`config.mk`:
```
export PLATFORM = sky130hd
export DESIGN_NAME = io_mapper_seq
export DESIGN_NICKNAME = d
export VERILOG_FILES = /design/src/rtl/io_mapper_pkg.sv /design/src/rtl/io_region_match.sv /design/src/rtl/io_mapper_seq.sv
export SDC_FILE = /design/constraint.sdc
export NUM_CORES = 1
export LEC_CHECK = 0
export CAP_MARGIN = 25
export CORE_MARGIN = 10
export CORE_UTILIZATION = 25
export CTS_BUF_LIST = sky130_fd_sc_hd__clkbuf_4 sky130_fd_sc_hd__clkbuf_8
export CTS_CLUSTER_SIZE = 8
export DETAILED_ROUTE_END_ITERATION = 16
export MAX_ROUTING_LAYER = met4
export PLACE_DENSITY_LB_ADDON = 0.05
export SYNTH_ARGS = -nofsm -noshare
export SYNTH_HDL_FRONTEND = slang
export SYNTH_HIERARCHICAL = 1
export SYNTH_SLANG_ARGS = --single-unit
```
`constraint.sdc`:
```
create_clock -name clk -period 2.45 [get_ports clk]
set_input_delay 0.49 -clock clk [delete_from_list [all_inputs] [get_ports clk]]
set_output_delay 0.49 -clock clk [all_outputs]
set_load 0.1 [all_outputs]
```
`src/rtl/io_mapper_pkg.sv`:
```
// Shared definitions for the I/O mapper: FSM encoding, region condition codes
// and the default Aliens board address map.
package io_mapper_pkg;

    typedef enum logic [1:0] {
        ST_IDLE = 2'd0,
        ST_WAIT = 2'd1,
        ST_ACK  = 2'd2,
        ST_HOLD = 2'd3
    } state_t;

    // Region qualification against the WOCO latch
    localparam logic [1:0] COND_ALWAYS = 2'b00;
    localparam logic [1:0] COND_WOCO1  = 2'b01;
    localparam logic [1:0] COND_WOCO0  = 2'b10;
    localparam logic [1:0] COND_OFF    = 2'b11;

    // Default Aliens map, region i at slice i (region 0 is the rightmost entry).
    //  r0 8000-FFFF ROM,  r1 6000-7FFF slow I/O (3 waits),
    //  r2 0000-0FFF work RAM (WOCO=1), r3 0000-0FFF colour RAM (WOCO=0),
    //  r4 5F80-5F8F control block (shares the latch address), r5-r7 unused.
    localparam logic [8*16-1:0] ALIENS_BASE = {
        16'h0000, 16'h0000, 16'h0000, 16'h5F80,
        16'h0000, 16'h0000, 16'h6000, 16'h8000
    };
    localparam logic [8*16-1:0] ALIENS_MASK = {
        16'h0000, 16'h0000, 16'h0000, 16'hFFF0,
        16'hF000, 16'hF000, 16'hE000, 16'h8000
    };
    localparam logic [8*3-1:0] ALIENS_WAIT = {
        3'd0, 3'd0, 3'd0, 3'd0, 3'd2, 3'd1, 3'd3, 3'd0
    };
    localparam logic [8*2-1:0] ALIENS_COND = {
        COND_OFF, COND_OFF, COND_OFF, COND_ALWAYS,
        COND_WOCO0, COND_WOCO1, COND_ALWAYS, COND_ALWAYS
    };

    // True when a region's condition code allows it under the given WOCO value
    function automatic logic cond_met(input logic [1:0] cond, input logic woco);
        case (cond)
            COND_ALWAYS: cond_met = 1'b1;
            COND_WOCO1:  cond_met = woco;
            COND_WOCO0:  cond_met = ~woco;
            default:     cond_met = 1'b0;
        endcase
    endfunction

endpackage

```
`src/rtl/io_region_match.sv`:
```
// Combinational region decode: per-region base/mask compare qualified by WOCO,
// followed by a priority encoder where the lowest hitting index wins.
module io_region_match
    import io_mapper_pkg::*;
#(
    parameter int                     ADDR_W   = 16,
    parameter int                     NREG     = 8,
    parameter int                     IDX_W    = (NREG > 1) ? $clog2(NREG) : 1,
    parameter logic [NREG*ADDR_W-1:0] REG_BASE = ALIENS_BASE,
    parameter logic [NREG*ADDR_W-1:0] REG_MASK = ALIENS_MASK,
    parameter logic [NREG*3-1:0]      REG_WAIT = ALIENS_WAIT,
    parameter logic [NREG*2-1:0]      REG_COND = ALIENS_COND
) (
    input  logic [ADDR_W-1:0] addr,
    input  logic              woco,
    output logic              hit,
    output logic [IDX_W-1:0]  idx,
    output logic [2:0]        wait_cnt
);

    // Scan from the highest index down so the lowest hitting region overwrites last
    always_comb begin
        hit      = 1'b0;
        idx      = '0;
        wait_cnt = '0;
        for (int i = NREG - 1; i >= 0; i--) begin
            if ((((addr ^ REG_BASE[i*ADDR_W +: ADDR_W]) & REG_MASK[i*ADDR_W +: ADDR_W]) == '0)
                && cond_met(REG_COND[i*2 +: 2], woco)) begin
                hit      = 1'b1;
                idx      = IDX_W'(i);
                wait_cnt = REG_WAIT[i*3 +: 3];
            end
        end
    end

endmodule

```
`src/rtl/io_mapper_seq.sv`:
```
// Registered I/O address mapper: decodes CPU accesses into one-hot active-low
// chip selects, sequences IDLE->WAIT->ACK->HOLD with per-region wait states,
// and owns the bank/WOCO control latch.
module io_mapper_seq
    import io_mapper_pkg::*;
#(
    parameter int                     ADDR_W    = 16,
    parameter int                     NREG      = 8,
    parameter int                     BANK_W    = 5,
    parameter logic [ADDR_W-1:0]      CTRL_ADDR = 16'h5F88,
    parameter logic [NREG*ADDR_W-1:0] REG_BASE  = ALIENS_BASE,
    parameter logic [NREG*ADDR_W-1:0] REG_MASK  = ALIENS_MASK,
    parameter logic [NREG*3-1:0]      REG_WAIT  = ALIENS_WAIT,
    parameter logic [NREG*2-1:0]      REG_COND  = ALIENS_COND
) (
    input  logic              clk,
    input  logic              rst,
    input  logic              as_n,
    input  logic              rw,
    input  logic [ADDR_W-1:0] addr,
    input  logic [7:0]        din,
    input  logic              init,
    output logic [NREG-1:0]   cs_n,
    output logic              ready,
    output logic [BANK_W-1:0] bank,
    output logic              woco,
    output logic              unmapped
);

    localparam int IDX_W = (NREG > 1) ? $clog2(NREG) : 1;

    state_t            state_q, state_d;
    logic [2:0]        cnt_q, cnt_d;
    logic [NREG-1:0]   cs_n_q, cs_n_d;
    logic              ready_q, ready_d;
    logic [BANK_W-1:0] bank_q, bank_d;
    logic              woco_q, woco_d;
    logic              unmapped_q, unmapped_d;
    logic              ctrl_wr_q, ctrl_wr_d;

    logic              win_hit;
    logic [IDX_W-1:0]  win_idx;
    logic [2:0]        win_wait;
    logic              unused_din;

    // Only the bank field and bit 7 of the write data reach the latch
    assign unused_din = ^din;

    io_region_match #(
        .ADDR_W   (ADDR_W),
        .NREG     (NREG),
        .IDX_W    (IDX_W),
        .REG_BASE (REG_BASE),
        .REG_MASK (REG_MASK),
        .REG_WAIT (REG_WAIT),
        .REG_COND (REG_COND)
    ) u_match (
        .addr     (addr),
        .woco     (woco_q),
        .hit      (win_hit),
        .idx      (win_idx),
        .wait_cnt (win_wait)
    );

    // Next-state logic for the access sequencer, wait counter and latch
    always_comb begin
        state_d    = state_q;
        cnt_d      = cnt_q;
        cs_n_d     = cs_n_q;
        ready_d    = 1'b0;
        bank_d     = bank_q;
        woco_d     = woco_q;
        unmapped_d = unmapped_q;
        ctrl_wr_d  = ctrl_wr_q;

        case (state_q)
            ST_IDLE: begin
                cs_n_d = '1;
                if (!as_n && init) begin
                    ctrl_wr_d = !rw && (addr == CTRL_ADDR);
                    if (win_hit) begin
                        cs_n_d[win_idx] = 1'b0;
                        cnt_d           = win_wait;
                        state_d         = ST_WAIT;
                    end else begin
                        // Unmapped: no select; ACK spends an extra cycle so
                        // ready lands two cycles after the strobe
                        unmapped_d = 1'b1;
                        state_d    = ST_ACK;
                    end
                end
            end
            ST_WAIT: begin
                if (as_n) begin
                    cs_n_d  = '1;
                    state_d = ST_IDLE;
                end else if (cnt_q == 3'd0) begin
                    ready_d = 1'b1;
                    state_d = ST_ACK;
                end else begin
                    cnt_d = cnt_q - 3'd1;
                end
            end
            ST_ACK: begin
                if (as_n) begin
                    cs_n_d  = '1;
                    state_d = ST_IDLE;
                end else if (!ready_q) begin
                    ready_d = 1'b1;
                end else begin
                    state_d = ST_HOLD;
                end
            end
            default: begin
                if (as_n) begin
                    cs_n_d  = '1;
                    state_d = ST_IDLE;
                end
            end
        endcase

        // INIT low drops any access in progress; the latch keeps its contents
        if (!init) begin
            cs_n_d  = '1;
            ready_d = 1'b0;
            state_d = ST_IDLE;
        end

        // The latch write completes together with the ready strobe
        if (ready_d && ctrl_wr_q) begin
            bank_d = din[BANK_W-1:0];
            woco_d = din[7];
        end
    end

    // State and output registers, all cleared by the asynchronous reset
    always_ff @(posedge clk or posedge rst) begin
        if (rst) begin
            state_q    <= ST_IDLE;
            cnt_q      <= '0;
            cs_n_q     <= '1;
            ready_q    <= 1'b0;
            bank_q     <= '0;
            woco_q     <= 1'b0;
            unmapped_q <= 1'b0;
            ctrl_wr_q  <= 1'b0;
        end else begin
            state_q    <= state_d;
            cnt_q      <= cnt_d;
            cs_n_q     <= cs_n_d;
            ready_q    <= ready_d;
            bank_q     <= bank_d;
            woco_q     <= woco_d;
            unmapped_q <= unmapped_d;
            ctrl_wr_q  <= ctrl_wr_d;
        end
    end

    assign cs_n     = cs_n_q;
    assign ready    = ready_q;
    assign bank     = bank_q;
    assign woco     = woco_q;
    assign unmapped = unmapped_q;

endmodule
```
==> results of run 1 <==
==> cell families after synthesis <==
logic type               count (synthesis)  synth area share [%]
buffers and inverters                   16                 7.046
multiplexers                             7                 7.619
AND/OR/NAND/NOR                         41                 20.95
flip-flops                              22                 42.67
AO/OA/AOI/OAI                           27                 15.72
other                                    1                0.2854
adder cells (fa/ha/maj)                  6                 5.714
==> worst reg2reg max path, cell delays in order (launching register included) <==
cell and delay, ns:
dfrtp_1 0.42, inv_1 0.09, ha_1 0.38, inv_2 0.08, o21ai_2 0.16, and4_4 0.32
mux2_4 0.31
==> placed cells by master (no fill, tap or decap), drive strengths merged, types with 6 or more instances in the layout <==
master          n
nand2           7
dfrtp          14
ha              6
nor2            7
a31oi           7
buf            20
dfstp           8
inv            10
mux2            6
clkdlybuf4s50  26
==> flip-flops by register name, indices dropped and copies added (netlist names) <==
register / count
cs_n: 8
cnt_q: 3
ready: 1
ctrl_wr_q: 1
state_q: 2
unmapped: 1
woco: 1
bank: 5
==> cell type report <==
type / count / share of cell area [%]
Sequential cell: 22 / 31.05
Multi-Input combinational cell: 82 / 36.59
Clock buffer: 4 / 2.703
Timing Repair Buffer: 46 / 22.73
Inverter: 10 / 2.079
Tap cell: 70 / 4.851
==> worst paths after layout <==
check,depth (start not counted),slack [ns],to,from
worst min register to register,1,0.49,unmapped$_DFFE_PP0P_,unmapped$_DFFE_PP0P_
max in group asynchronous,3,1.23,cs_n[4]$_DFFE_PP1P_,rst
worst max-delay path,7,0.39,cnt_q[0]$_DFFE_PP0P_,addr[14]
worst max register to register,6,0.57,woco$_DFFE_PP0P_,state_q[1]$_DFFE_PP0P_
min in group asynchronous,2,0.60,bank[2]$_DFFE_PP0P_,rst
worst min-delay path,1,0.49,unmapped$_DFFE_PP0P_,unmapped$_DFFE_PP0P_
==> Yosys cell counts (2+ instances only) <==
cell,number
buf_6,2
buf_4,2
o32a_1,4
mux2_4,6
a31oi_1,6
o22a_1,2
dfrtp_1,14
nand2b_1,3
nand4_1,2
and3_1,2
dfstp_2,8
nor4_1,2
o22ai_1,3
nand2_1,7
nor3_2,2
ha_1,6
nor3b_1,3
inv_1,9
a21oi_1,4
nor2_1,7
==> report_power, final <==
part	internal, uW	switching, uW
registers	414	41.2
clock network	127	118
logic	233	323
total	774	482
==> stage by stage <==
stage	util, %	hold WS [ns]
final	35.35	0.4894
after global routing	35.35	0.5092
after CTS	35.35	0.4990
after detailed placement	34.39	0.4777
after global placement	34.39	0.4654
after floorplan	-	0.4600
==> layer usage <==
layer  wire length, um  up-vias  track usage, %
met2              1636       31           13.18
met4                17        0           1.157
met3               112        2           2.179
met5                 0        -               -
li1                  -      526               -
met1              1705      501           10.82
==> impl_results.md, run 1 <==
- Antenna diodes: 0
- Post-synthesis sequential area ratio: 42.67%
- Share of cells above drive strength 1: 29.27%
- GP Congestion: 0.8164
- Worst Tran Pin Value: 0.6434 ns
- Fin crit period: 2.057 ns
- Root Driver: clkbuf_8
- Seq cells post-synth: 22
- Final worst-path setup slack: 0.3929 ns
- Die H: 92.49 um
- Dpl cells: 230
- Register area: 560.5 um^2
- Asr flop ratio synth: 100.0%
- CTS buffer count: 3
- CP max stage delay: 0.56 ns
- Rows: 26
- Multi-input logic area: 660.6 um^2
- Synth top area share: 26.67%
- Final TNS setup: 0 ns
- Status: finished clean
- Final instance area: 1805 um^2
- Critical path capture point type: register
- H-tree Lvls: 1
- CP Class: primary input to register
- Hold-fix buffers, CTS: 0
- Slew headroom: 57.06%
- Worst hold-check path type: register to register
- Fill cells: 531
- Layout Cells excl Fill: 234
- Critical path cell sequence: clkdlybuf4s50_1 > nor3_2 > nor3b_1 > nand2_1 > a31oi_2 > a21oi_1 > o22a_1
- Crit start category: primary input
- Synth warn: 6
- Fin crit share: 83.96%
- Family with the most delay on the worst path: compound AO/OA/AOI/OAI gates
- Hold Vio Cnt, Final: 0
- Drt pass-1 iters: 4
- Synth Net Count: 155
- Clk buf depth: 2
- Synth top area cells: dfrtp_1, dfstp_2, mux2_4
- Grt ovf: 0
- Place WS: 0.09075 ns
- Placed inst area: 1757 um^2
- Max-cap violations: 0
- Mapped Cells: 120
- Synth cell types: 46
- Clock slew at reported path FFs: 0.08 ns
- Worst skew pair latency: 0.26 ns
- Final HPWL DP: 2.819 mm
- Initial core utilization: 25.72%
- Final Slew Violations: 0
- First-pass GRT wire length: 5.789 mm
- Chip width: 92.49 um
- Port bufs: 42
- Tot Pwr: 1256 uW
- Clk sinks: 22
- Wire length per cell: 14.83 um
- Initial antenna violation count: 0
- DR vias: 1060
- I/O Pins: 45
- Total GRT Usage: 8.382%
- Crit-path max FO: 6
- Vias per cell: 4.530
- Top FF cell, synth: dfrtp_1
- Largest net degree at the start of global routing: 17
- Peak VDD IR: 0.3510 mV
- Average cell area after synthesis: 10.95 um^2
- Clk_skew: 0.005009 ns
- Total wire length: 3.471 mm
- Area growth, synth to finish: 37.43%
- Crit path max-delay cell type: clkdlybuf4s50_1
- Endpoints failing setup: 0
- Arr. time, crit path: 2.21 ns
- # resized after CTS: 0
- Core ar.: 5107 um^2
- Peak Freq: 0.4861 GHz
- Violation count after the first detailed-route iteration: 16
- Cell Pwr Density: 695.9 nW/um^2
- RSZ-0062 raised after global routing: no
- CP Data Required Time: 2.61 ns
- Fin nets: 200
- Mapped Area: 1314 um^2
- Die Area: 8554 um^2
- CTS tree: yes
- Post-CTS Setup Repair Bufs: 0
- Cell taking the most area after synthesis: dfrtp_1
- CP Buf/Inv Count: 1
- P_leak: 0.0007400 uW
- Vias in the first global route: 1178
- DRT antenna net count: 0
- Number of synthesized flops with an enable pin: 0
- Drc violations: 0
Power figures use the tool's default switching activity.
==> inputs of run 2 (changes only) <==
==> constraint.sdc (replaced) <==
create_clock -name clk -period 1.8 [get_ports clk]
set_input_delay 0.36 -clock clk [delete_from_list [all_inputs] [get_ports clk]]
set_output_delay 0.36 -clock clk [all_outputs]
set_load 0.1 [all_outputs]
==> run 2 against run 1 <==
Compared with the run above:
- critical path depth shrank 1
- largest power group unchanged
- sequential power increased by 37%
- non-clock buffer count increased by 20
- combinational power is 56% higher
- core utilization rose by 8.0 points
- cell area rose by 23%
- critical path type unchanged
- die area did not move
==> impl_results.md, run 2 (synthesized netlist as in run 1, its figures left out) <==
- CP Class: primary input to register
- Die Area: 8554 um^2 (unchanged)
- Fin nets: 220 (+10%)
- Endpoints failing setup: 0 (unchanged)
- H-tree Lvls: 1 (unchanged)
- Initial antenna violation count: 0 (unchanged)
- Drt pass-1 iters: 4 (unchanged)
- DRT antenna net count: 0 (unchanged)
- Initial core utilization: 25.72% (unchanged)
- Fin crit period: 1.708 ns
- CP Data Required Time: 2.00 ns (-0.61 ns)
- Final worst-path setup slack: 0.09155 ns (-0.3013 ns)
- CTS tree: yes
- First-pass GRT wire length: 6.382 mm (+10%)
- Crit start category: primary input
- Cell Pwr Density: 889.5 nW/um^2 (+28%)
- Cell internal pwr: 1276 uW (+65%)
- Hold Vio Cnt, Final: 0 (unchanged)
- Grt ovf: 0 (unchanged)
- Violation count after the first detailed-route iteration: 32 (+16)
- Chip width: 92.49 um (unchanged)
- Clock slew at reported path FFs: 0.09 ns (about the same)
- Fill cells: 513 (-3.4%)
- Core ar.: 5107 um^2 (unchanged)
- Share of cells above drive strength 1: 40.76% (+11 points)
- DR vias: 1163 (+9.7%)
- Rows: 26 (unchanged)
- Clock power share: 24.1% (+4.6 points)
- I/O Pins: 45 (unchanged)
- Arr. time, crit path: 1.91 ns (-0.30 ns)
- CTS buffer count: 3 (unchanged)
- Max reg flops: 8 (unchanged)
- Clk sinks: 22 (unchanged)
- Place WS: -0.3573 ns (-0.4480 ns)
- CP max stage delay: 0.49 ns (-0.07 ns)
- Peak Freq: 0.5853 GHz
- P_leak: 0.0009513 uW (+29%)
- Final Slew Violations: 0 (unchanged)
- Peak VDD IR: 0.2989 mV (-15%)
- RSZ-0062 raised after global routing: no
- Combinational share of power: 44.2% (about the same)
- Crit path max-delay cell type: clkdlybuf4s50_1
- Commonest non-fill, non-tap cell in the layout: buf_4
- Largest net degree at the start of global routing: 23 (+6)
- Total GRT Usage: 9.340% (+0.96 points)
- CP Buf/Inv Count: 3 (+2)
- Worst hold-check path type: primary input to asynchronous set/reset pin
- Most frequent cells in the layout: buf_4, clkdlybuf4s50_1, buf_12, dfrtp_1, inv_1
- Root Driver: clkbuf_8
- Sw frac: 35.14% (-3.3 points)
- P_sw: 691.5 uW (+43%)
- Worst skew pair latency: 0.27 ns (about the same)
- Vias per cell: 4.579 (+1.1%)
- Register area: 563.0 um^2 (+0.45%)
- Final HPWL DP: 3.034 mm (+7.6%)
- Final TNS setup: 0 ns (unchanged)
- Antenna diodes: 0 (unchanged)
- Clk_skew: 0.005013 ns (+0.000004440 ns)
- Area growth, synth to finish: 68.38%
- Critical path capture point type: register
- Layout Cells excl Fill: 254 (+8.5%)
- Drc violations: 0 (unchanged)
- Max-cap violations: 0 (unchanged)
- Critical path cell sequence: clkdlybuf4s50_1 > buf_4 > nor4bb_1 > and3_1 > inv_1 > o32a_1
- Port bufs: 42 (unchanged)
- Seq pwr share: 31.7% (-4.6 points)
- Clk buf depth: 2 (unchanged)
- Dpl cells: 248 (+7.8%)
- Total wire length: 3.715 mm (+7.0%)
- Fin crit share: 94.91%
- Status: finished clean
- GP Congestion: 0.8004 (-2.0%)
- Hold-fix buffers, CTS: 0 (unchanged)
- Wire length per cell: 14.63 um (-1.4%)
- Vias in the first global route: 1300 (+10%)
- Crit-path max FO: 3 (-3)
- Family with the most delay on the worst path: buffers and inverters
- Multi-input logic area: 691.9 um^2 (+4.7%)
- Die H: 92.49 um (unchanged)
==> run 2: changes by cell type in the layout (fill, tap and decap cells not counted), sizes merged <==
cell and change:
buf +20, bufinv +1, clkbuf -1, clkdlybuf4s50 -6, dlygate4sd2 +4, dlymetal6s2s +2
==> run 2: path summary, 6_finish.rpt <==
path,slack [ns],endpoint,cells after the start,start
setup / recovery,0.09,cs_n[7]$_DFFE_PP1P_,6,addr[13]
hold / removal,0.43,cnt_q[2]$_DFFE_PP0P_,3,rst
setup reg to reg,0.13,bank[2]$_DFFE_PP0P_,6,state_q[1]$_DFFE_PP0P_
hold reg to reg,0.50,cnt_q[1]$_DFFE_PP0P_,1,cnt_q[1]$_DFFE_PP0P_
max in group asynchronous,1.09,cs_n[4]$_DFFE_PP1P_,3,rst
min in group clk,0.50,cnt_q[1]$_DFFE_PP0P_,1,cnt_q[1]$_DFFE_PP0P_
==> run 2: what timing repair did <==
action | 4_1_cts | 5_1_grt
cloned | 0 | 0
pin swaps | 6 | 6
setup endpoints to repair | 10 | 15
setup buffers | 1 | 1
gates resized for setup | 7 | 7
==> run 2: power groups by stage <==
stage	Combinational (uW)	Sequential, uW	Clock (uW)
after floorplan	551	687	0
after CTS	845	628	495
after global routing	990	634	507
after detailed placement	838	637	0
final	869	624	475
after global placement	833	633	0
==> run 2: stage by stage <==
stage	utilization (%)	total power [uW]	hold slack [ns]	instance area (um^2)
after global routing	43.31	2131	0.4721	2212
after CTS	42.75	1968	0.4340	2183
after floorplan	-	1238	0.3432	1316
final	43.31	1968	0.4256	2212
after detailed placement	41.01	1475	0.4862	2095
after global placement	41.01	1466	0.4762	2095
==> run 2: area by class of cell <==
| type | count | share of cell area (%) |
|---|---|---|
| clock buffers | 3 | 1.867 |
| clock inverters | 1 | 1.357 |
| inverters | 10 | 1.697 |
| multi-input cells | 82 | 31.28 |
| flip-flops and latches | 22 | 25.45 |
| well taps | 70 | 3.959 |
| repair buffers | 66 | 34.39 |
==> run 2: layer usage <==
| layer | vias to the layer above | part of all wire (%) | wire length, um | GRT usage (%) |
|---|---|---|---|---|
| li1 | 572 | - | - | - |
| met2 | 30 | 49 | 1837 | 15.00 |
| met1 | 559 | 45 | 1690 | 11.24 |
| met3 | 2 | 4.3 | 158 | 2.260 |
| met5 | - | 0 | 0 | - |
| met4 | 0 | 0.75 | 28 | 3.085 |
==> run 2: tightest hold or removal path, delay by kind of cell <==
kind                   cells  cell delay [ns]
buffers and inverters      3             0.73
